## config.mk

```make
export PLATFORM = sky130hd
export DESIGN_NAME = axis_sha3_block_packer_flat
export DESIGN_NICKNAME = d
export VERILOG_FILES = /design/src/rtl/axis_sha3_block_packer_pkg.sv /design/src/rtl/axis_sha3_block_packer_if.sv /design/src/rtl/axis_sha3_block_packer_byte_count.sv /design/src/rtl/axis_sha3_block_packer.sv /design/src/flat_wrapper.sv
export SDC_FILE = /design/constraint.sdc
export NUM_CORES = 2
export LEC_CHECK = 0
export CORE_AREA = 2 2 442 444
export CTS_CLUSTER_DIAMETER = 30
export DETAILED_ROUTE_END_ITERATION = 12
export DIE_AREA = 0 0 444 446
export PLACE_DENSITY = 0.57
export SETUP_SLACK_MARGIN = 0.2
export SLEW_MARGIN = 15
export SYNTH_ARGS = -nofsm -noshare
export SYNTH_HDL_FRONTEND = slang
export SYNTH_SLANG_ARGS = --single-unit
```

## constraint.sdc

```tcl
create_clock -name ACLK -period 6.5 [get_ports ACLK]
set_clock_uncertainty 0.1 [all_clocks]
set_input_delay 0.65 -clock ACLK [delete_from_list [all_inputs] [get_ports ACLK]]
set_output_delay 0.65 -clock ACLK [all_outputs]
set_load 0.05 [all_outputs]
```

## src/rtl/axis_sha3_block_packer_pkg.sv

```systemverilog
// rtl/axis_sha3_block_packer_pkg.sv - shared types and constants for the SHA3 block packer
package sha3_axis_pkg;

  typedef enum logic [1:0] {
    IDLE   = 2'd0,
    ACCEPT = 2'd1,
    EMIT   = 2'd2
  } state_e;

  localparam logic [7:0] SHA3_PAD_DOMAIN = 8'h06;
  localparam logic [7:0] SHA3_PAD_FINAL  = 8'h80;

  function automatic int rate_bytes(input int rate_bits);
    return rate_bits / 8;
  endfunction

endpackage

```

## src/rtl/axis_sha3_block_packer_if.sv

```systemverilog
// rtl/axis_sha3_block_packer_if.sv - AXI-Stream beat bus feeding the block packer
interface axis_sha3_block_packer_if #(
  parameter int DATA_WIDTH = 16
);
  logic                    TVALID;
  logic                    TREADY;
  logic [DATA_WIDTH-1:0]   TDATA;
  logic                    TLAST;
  logic [2:0]              TUSER;
  logic [DATA_WIDTH/8-1:0] TKEEP;
  logic [1:0]              TID;

  modport master (output TVALID, TDATA, TLAST, TUSER, TKEEP, TID, input TREADY);
  modport slave  (input TVALID, TDATA, TLAST, TUSER, TKEEP, TID, output TREADY);
endinterface

```

## src/rtl/axis_sha3_block_packer_byte_count.sv

```systemverilog
// rtl/axis_sha3_block_packer_byte_count.sv - valid-byte count of a beat
// AXIS_PACKER_TKEEP_EN selects TKEEP (low contiguous ones) instead of TUSER for the last beat.
module axis_byte_count #(
  parameter int KEEP_W = 2,
  parameter int NB_W   = 2
) (
  input  logic              last_i,
  input  logic [2:0]        tuser_i,
  input  logic [KEEP_W-1:0] tkeep_i,
  output logic [NB_W-1:0]   nb_o
);

  int last_cnt;

`ifdef AXIS_PACKER_TKEEP_EN
  logic run;
  logic [2:0] unused_tuser;
  assign unused_tuser = tuser_i;

  always_comb begin
    last_cnt = 0;
    run      = 1'b1;
    for (int k = 0; k < KEEP_W; k++) begin
      if (run && tkeep_i[k]) last_cnt = last_cnt + 1;
      else run = 1'b0;
    end
  end
`else
  logic [KEEP_W-1:0] unused_tkeep;
  assign unused_tkeep = tkeep_i;

  // Counts above the beat width cannot occur legally; saturate to a full beat.
  always_comb begin
    last_cnt = KEEP_W;
    if (tuser_i != 3'd0 && int'(tuser_i) <= KEEP_W) last_cnt = int'(tuser_i);
  end
`endif

  assign nb_o = last_i ? NB_W'(last_cnt) : NB_W'(KEEP_W);

endmodule

```

## src/rtl/axis_sha3_block_packer.sv

```systemverilog
// rtl/axis_sha3_block_packer.sv - packs AXIS beats into SHA3 rate blocks with pad10*1
// Optional AXIS_PACKER_TKEEP_EN: last-beat byte count taken from TKEEP.
module axis_sha3_block_packer
  import sha3_axis_pkg::*;
#(
  parameter int DATA_WIDTH = 16,
  parameter int RATE_BITS  = 1088
) (
  input  logic                     ACLK,
  input  logic                     ARESETn,
  axis_sha3_block_packer_if.slave  s_axis,
  output logic [RATE_BITS-1:0]     block_data,
  output logic                     block_valid,
  input  logic                     block_ready,
  output logic                     block_last,
  output logic [1:0]               msg_id
);

  localparam int KEEP_W     = DATA_WIDTH / 8;
  localparam int RATE_BYTES = rate_bytes(RATE_BITS);
  localparam int PTR_W      = $clog2(RATE_BYTES);
  localparam int NB_W       = $clog2(KEEP_W + 1);

  state_e                         state_q, state_d;
  logic [PTR_W-1:0]               ptr_q, ptr_d;
  logic [RATE_BYTES-1:0][7:0]     buf_q, buf_d;
  logic                           pad_pending_q, pad_pending_d;
  logic                           last_q, last_d;
  logic [1:0]                     msg_id_q, msg_id_d;
  logic                           first_q, first_d;
  logic                           tready_q, tready_d;
  logic                           bvalid_q, bvalid_d;

  logic [NB_W-1:0]                nb;
  logic [KEEP_W-1:0][7:0]         tdata_b;
  logic [PTR_W:0]                 wr_end;
  logic                           beat_hs;

  axis_byte_count #(.KEEP_W(KEEP_W), .NB_W(NB_W)) u_byte_count (
    .last_i  (s_axis.TLAST),
    .tuser_i (s_axis.TUSER),
    .tkeep_i (s_axis.TKEEP),
    .nb_o    (nb)
  );

  assign tdata_b = s_axis.TDATA;
  assign beat_hs = s_axis.TVALID && tready_q;
  assign wr_end  = {1'b0, ptr_q} + (PTR_W + 1)'(nb);

  always_comb begin
    state_d       = state_q;
    ptr_d         = ptr_q;
    buf_d         = buf_q;
    pad_pending_d = pad_pending_q;
    last_d        = last_q;
    msg_id_d      = msg_id_q;
    first_d       = first_q;
    unique case (state_q)
      IDLE: state_d = ACCEPT;
      ACCEPT: begin
        if (beat_hs) begin
          for (int k = 0; k < KEEP_W; k++) begin
            if (k < int'(nb)) buf_d[ptr_q + PTR_W'(k)] = tdata_b[k];
          end
          if (first_q) msg_id_d = s_axis.TID;
          first_d = s_axis.TLAST;
          if (wr_end == (PTR_W + 1)'(RATE_BYTES)) begin
            // A message ending exactly on a block boundary needs a whole pad block next.
            state_d       = EMIT;
            ptr_d         = '0;
            last_d        = 1'b0;
            pad_pending_d = s_axis.TLAST;
          end else if (s_axis.TLAST) begin
            buf_d[wr_end[PTR_W-1:0]] = buf_d[wr_end[PTR_W-1:0]] | SHA3_PAD_DOMAIN;
            buf_d[RATE_BYTES-1]      = buf_d[RATE_BYTES-1] | SHA3_PAD_FINAL;
            state_d = EMIT;
            ptr_d   = '0;
            last_d  = 1'b1;
          end else begin
            ptr_d = wr_end[PTR_W-1:0];
          end
        end
      end
      EMIT: begin
        if (block_ready) begin
          buf_d = '0;
          ptr_d = '0;
          if (pad_pending_q) begin
            buf_d[0]            = SHA3_PAD_DOMAIN;
            buf_d[RATE_BYTES-1] = SHA3_PAD_FINAL;
            last_d              = 1'b1;
            pad_pending_d       = 1'b0;
          end else begin
            state_d = ACCEPT;
            last_d  = 1'b0;
          end
        end
      end
      default: state_d = IDLE;
    endcase
    tready_d = (state_d == ACCEPT);
    bvalid_d = (state_d == EMIT);
  end

  always_ff @(posedge ACLK or negedge ARESETn) begin
    if (!ARESETn) begin
      state_q       <= IDLE;
      ptr_q         <= '0;
      buf_q         <= '0;
      pad_pending_q <= 1'b0;
      last_q        <= 1'b0;
      msg_id_q      <= 2'd0;
      first_q       <= 1'b1;
      tready_q      <= 1'b0;
      bvalid_q      <= 1'b0;
    end else begin
      state_q       <= state_d;
      ptr_q         <= ptr_d;
      buf_q         <= buf_d;
      pad_pending_q <= pad_pending_d;
      last_q        <= last_d;
      msg_id_q      <= msg_id_d;
      first_q       <= first_d;
      tready_q      <= tready_d;
      bvalid_q      <= bvalid_d;
    end
  end

  assign s_axis.TREADY = tready_q;
  assign block_data    = buf_q;
  assign block_valid   = bvalid_q;
  assign block_last    = last_q;
  assign msg_id        = msg_id_q;

endmodule

```

## src/flat_wrapper.sv

```systemverilog
// flat-port wrapper written by rule: the top's interface ports become plain ports
module axis_sha3_block_packer_flat import sha3_axis_pkg::*;
#(
  parameter int DATA_WIDTH = 16,
  parameter int RATE_BITS  = 1088
)
  (ACLK, ARESETn, block_data, block_valid, block_ready, block_last, msg_id, s_axis_TVALID, s_axis_TDATA, s_axis_TLAST, s_axis_TUSER, s_axis_TKEEP, s_axis_TID, s_axis_TREADY);
  axis_sha3_block_packer_if #(.DATA_WIDTH(DATA_WIDTH)) s_axis_i ();
  input  logic ACLK;
  input  logic ARESETn;
  output logic [RATE_BITS-1:0] block_data;
  output logic block_valid;
  input  logic block_ready;
  output logic block_last;
  output logic [1:0] msg_id;
  input wire logic [$bits(s_axis_i.TVALID)-1:0] s_axis_TVALID;
  input wire logic [$bits(s_axis_i.TDATA)-1:0] s_axis_TDATA;
  input wire logic [$bits(s_axis_i.TLAST)-1:0] s_axis_TLAST;
  input wire logic [$bits(s_axis_i.TUSER)-1:0] s_axis_TUSER;
  input wire logic [$bits(s_axis_i.TKEEP)-1:0] s_axis_TKEEP;
  input wire logic [$bits(s_axis_i.TID)-1:0] s_axis_TID;
  output wire logic [$bits(s_axis_i.TREADY)-1:0] s_axis_TREADY;
  assign s_axis_i.TVALID = s_axis_TVALID;
  assign s_axis_i.TDATA = s_axis_TDATA;
  assign s_axis_i.TLAST = s_axis_TLAST;
  assign s_axis_i.TUSER = s_axis_TUSER;
  assign s_axis_i.TKEEP = s_axis_TKEEP;
  assign s_axis_i.TID = s_axis_TID;
  assign s_axis_TREADY = s_axis_i.TREADY;
  axis_sha3_block_packer #(.DATA_WIDTH(DATA_WIDTH), .RATE_BITS(RATE_BITS)) u_core (.ACLK(ACLK), .ARESETn(ARESETn), .s_axis(s_axis_i), .block_data(block_data), .block_valid(block_valid), .block_ready(block_ready), .block_last(block_last), .msg_id(msg_id));
endmodule
```

==> metrics.md <==
| Metric | Value |
|---|---|
| Outcome | finished, final reports clean |
| CTS Buf Count | 362 |
| PD cells | 418 mW/mm² |
| Drt wl/cell | 32.5 µm |
| Vias per cell | 6.35 |
| Hold Fails Final Rpt | 0 |
| Crit start category | flop |
| CP max stage cell | mux2i_4 |
| CP Buf/Inv Count | 1 |
| Pre-antenna DRT Iters | 7 |
| CP arrival | 5.83 ns |
| RSZ-0062 raised after global routing | no |
| Syn Std Cell Area | 0.0667 mm² |
| Die H | 446 µm |
| Final ANT Viol Nets | 0 |
| Gr usage total | 0.393 |
| Initial drt markers | 11100 |
| Placed wire-length estimate | 265000 µm |
| Leading area contributor after synthesis | dfrtp_1 |
| Slew margin rel. | 0.0590 |
| Num rows | 162 |
| Total wire length | 407000 µm |
| H-tree levels | 5 |
| Pins Over Slew Limit | 0 |
| Share of the synthesized area in the top cell type | 0.414 |
| FF+latch count, synth | 1105 |
| Total negative slack | 0 ns |
| Global-route wire length before repair | 565000 µm |
| Worst Path Required | 7.25 ns |
| Fin area | 0.0920 mm² |
| Syn_nets | 9020 |
| Cell family with most CP delay | compound AO/OA/AOI/OAI gates |
| EDFF count, synth | 0 |
| Max VDD drop | 0.366 mV |
| Placed cell area | 0.0798 mm² |
| WHS | 0.0569 ns |
| Period utilization | 0.782 |
| Max-cap check violation count | 0 |
| I/O pin cnt | 1121 |
| Syn Area/Cell | 7.42 µm² |
| Syn. warnings | 0 |
| Setup Viol. Count Final | 0 |
| CP Capture Type | flop |
| Maximum fanout along the worst path | 47 |
| Initial antenna violation count | 14 |
| Total gr overflow | 0 |
| Part of the Yosys area used for sequential elements | 0.414 |
| CTS tree | done |
| Worst-path clk slew | 0.04 ns |
| Synth area leaders | dfrtp_1, nand3_1, o21ai_0 |
| Synth cell types | 97 |
| Post-synth ARST share | 1.00 |
| # DRC | 0 |
| Count of input and output buffers | 1118 |
| Max stage delay on crit path | 1.02 ns |
| Ratio of cells with drive above 1 in the final layout | 0.0992 |
| Max frequency | 197 MHz |
| Vias in the first global route | 72800 |
| Hold/Removal Path Class | in2reg |
| Commonest non-fill, non-tap cell in the layout | nand3_1 |
| Die Wd | 444 µm |
| Main flop type after synthesis | dfrtp_1 |
| Fin nets | 9729 |
| Vias | 79500 |
| Worst-path cell chain | nand4_1 > buf_4 > mux2i_4 > nor2_1 > a21oi_1 > o32ai_1 > o21bai_1 > a41o_1 > nand4b_1 > a221oi_2 |
| Least-Margin Pin Slew | 1.41 ns |
| Root Buffer Master | clkbuf_16 |
| Die area | 0.198 mm² |
| Setup bufs post-CTS | 0 |
| Crit path time final | 5.08 ns |
| Lkg Pwr | 38.4 nW |
| Syn Inst Count | 8989 |
| Worst Path Class, Setup | reg2reg |
| Core Area | 0.194 mm² |
| Largest net degree at the start of global routing | 271 |
| Initial Utilization | 0.345 |
| CTS Sinks | 1105 |
| Gp weighted congestion | 0.974 |
| Area grow syn2layout | 37.8% |
| Max Root-Sink Buffers | 4 |
| Fillers | 18500 |
| Commonest cells after routing, fill and taps aside | nand3_1, o21ai_0, nand2_1, dfrtp_1, clkdlybuf4s50_1 |
| Latest clock arrival within the worst-skew pair | 0.94 ns |
## layout make-up
class	instances	area, µm²	area share
multi-input cells	6873	35600	0.387
diodes	2	5.00	0.0000544
inverters	16	60.1	0.000653
repair buffers	1340	13300	0.145
clock buffers	504	10500	0.114
flip-flops and latches	1105	27700	0.301
well taps	2542	3180	0.0346
clock inverters	130	1640	0.0178
## where the power goes
| part | leakage [nW] | internal [W] | total (W) | switching, W |
|---|---|---|---|---|
| Sequential | 14.4 | 0.00784 | 0.00889 | 0.00106 |
| Clock | 6.00 | 0.0124 | 0.0176 | 0.00513 |
| Combinational | 18.0 | 0.00318 | 0.0120 | 0.00878 |
| Total | 38.4 | 0.0234 | 0.0384 | 0.0150 |
## repair_timing
item                      in CTS  in global routing
gates resized for setup        0                  0
hold endpoints to repair     127                  0
hold buffers                   1                  0
## cells in the mapped netlist, drive strengths merged (6+ instances only)
library cell / n
nand3: 2058
a22o: 35
a21o: 18
o21ai: 1620
a21oi: 549
nor4b: 6
o22ai: 71
mux2: 56
nand2: 1445
and2: 29
or2: 6
inv: 15
and3: 13
buf: 162
o32a: 6
a31oi: 282
clkbuf: 833
o22a: 26
dfrtp: 1104
nor3: 50
a22oi: 19
a2111oi: 8
nor2: 222
nand2b: 12
a311oi: 6
a221oi: 10
nor2b: 9
o211ai: 94
mux2i: 106
nand4bb: 7
a31o: 7
## state kept, by name, indices dropped and copies added (netlist names)
name	cells
u_core.first_q	1
u_core.block_valid	1
u_core.s_axis.TREADY	1
u_core.ptr_q	8
u_core.block_data	1088
u_core.msg_id	2
u_core.block_last	1
u_core.state_q	2
u_core.pad_pending_q	1
## layer usage
metal	wire length [µm]	up-vias	global-route usage
li1	-	33800	-
met1	148000	38800	0.478
met2	171000	5627	0.567
met3	47700	1251	0.119
met4	40800	6	0.337
met5	35	-	0
## per-stage QoR
| stage | setup WS, ns | util | total power [W] | instances |
|---|---|---|---|---|
| after detailed placement | 1.08 | 0.412 | 0.0206 | 11900 |
| after global routing | 1.33 | 0.475 | 0.0393 | 12500 |
| after floorplan | 1.76 | - | 0.0155 | 8989 |
| final | 1.42 | 0.475 | 0.0384 | 12500 |
| after CTS | 1.55 | 0.475 | 0.0381 | 12500 |
| after global placement | 1.06 | 0.412 | 0.0204 | 11900 |
## worst reg2reg max path, delay by kind of cell (launching register included)
| family | cells | cell delay [ns] |
|---|---|---|
| buf+inv | 1 | 0.57 |
| flops | 1 | 0.75 |
| mux | 1 | 1.09 |
| compound gates | 5 | 1.43 |
| simple gates | 3 | 1.04 |
## worst paths after layout
| kind | slack, ns | cells past startpoint | start | endpoint |
|---|---|---|---|---|
| worst max register to register | 1.42 | 10 | u_core.ptr_q[2] | u_core.block_data[47] |
| max in group asynchronous | 4.24 | 3 | ARESETn | u_core.block_data[450] |
| min in group asynchronous | 0.19 | 2 | ARESETn | u_core.block_data[222] |
| worst min register to register | 0.38 | 2 | u_core.block_data[572] | u_core.block_data[572] |
| worst max-delay path | 1.42 | 10 | u_core.ptr_q[2] | u_core.block_data[47] |
| worst min-delay path | 0.06 | 3 | s_axis_TDATA[13] | u_core.block_data[613] |
## cells by family (layout without fill, tap and decap cells)
| group | count (synthesis) | after routing | share of synthesized area |
|---|---|---|---|
| DFF | 1105 | 1105 | 0.414 |
| and+or+nand+nor | 3902 | 3902 | 0.269 |
| other | 0 | 2 | 0 |
| adders and majority gates | 3 | 3 | 0.000675 |
| muxes | 163 | 163 | 0.0261 |
| xor gates and xnor gates | 5 | 5 | 0.000656 |
| AOI/OAI and AO/OA | 2800 | 2800 | 0.230 |
| buffers and inverters | 1011 | 1990 | 0.0587 |
(Power assumes the default switching activity.)
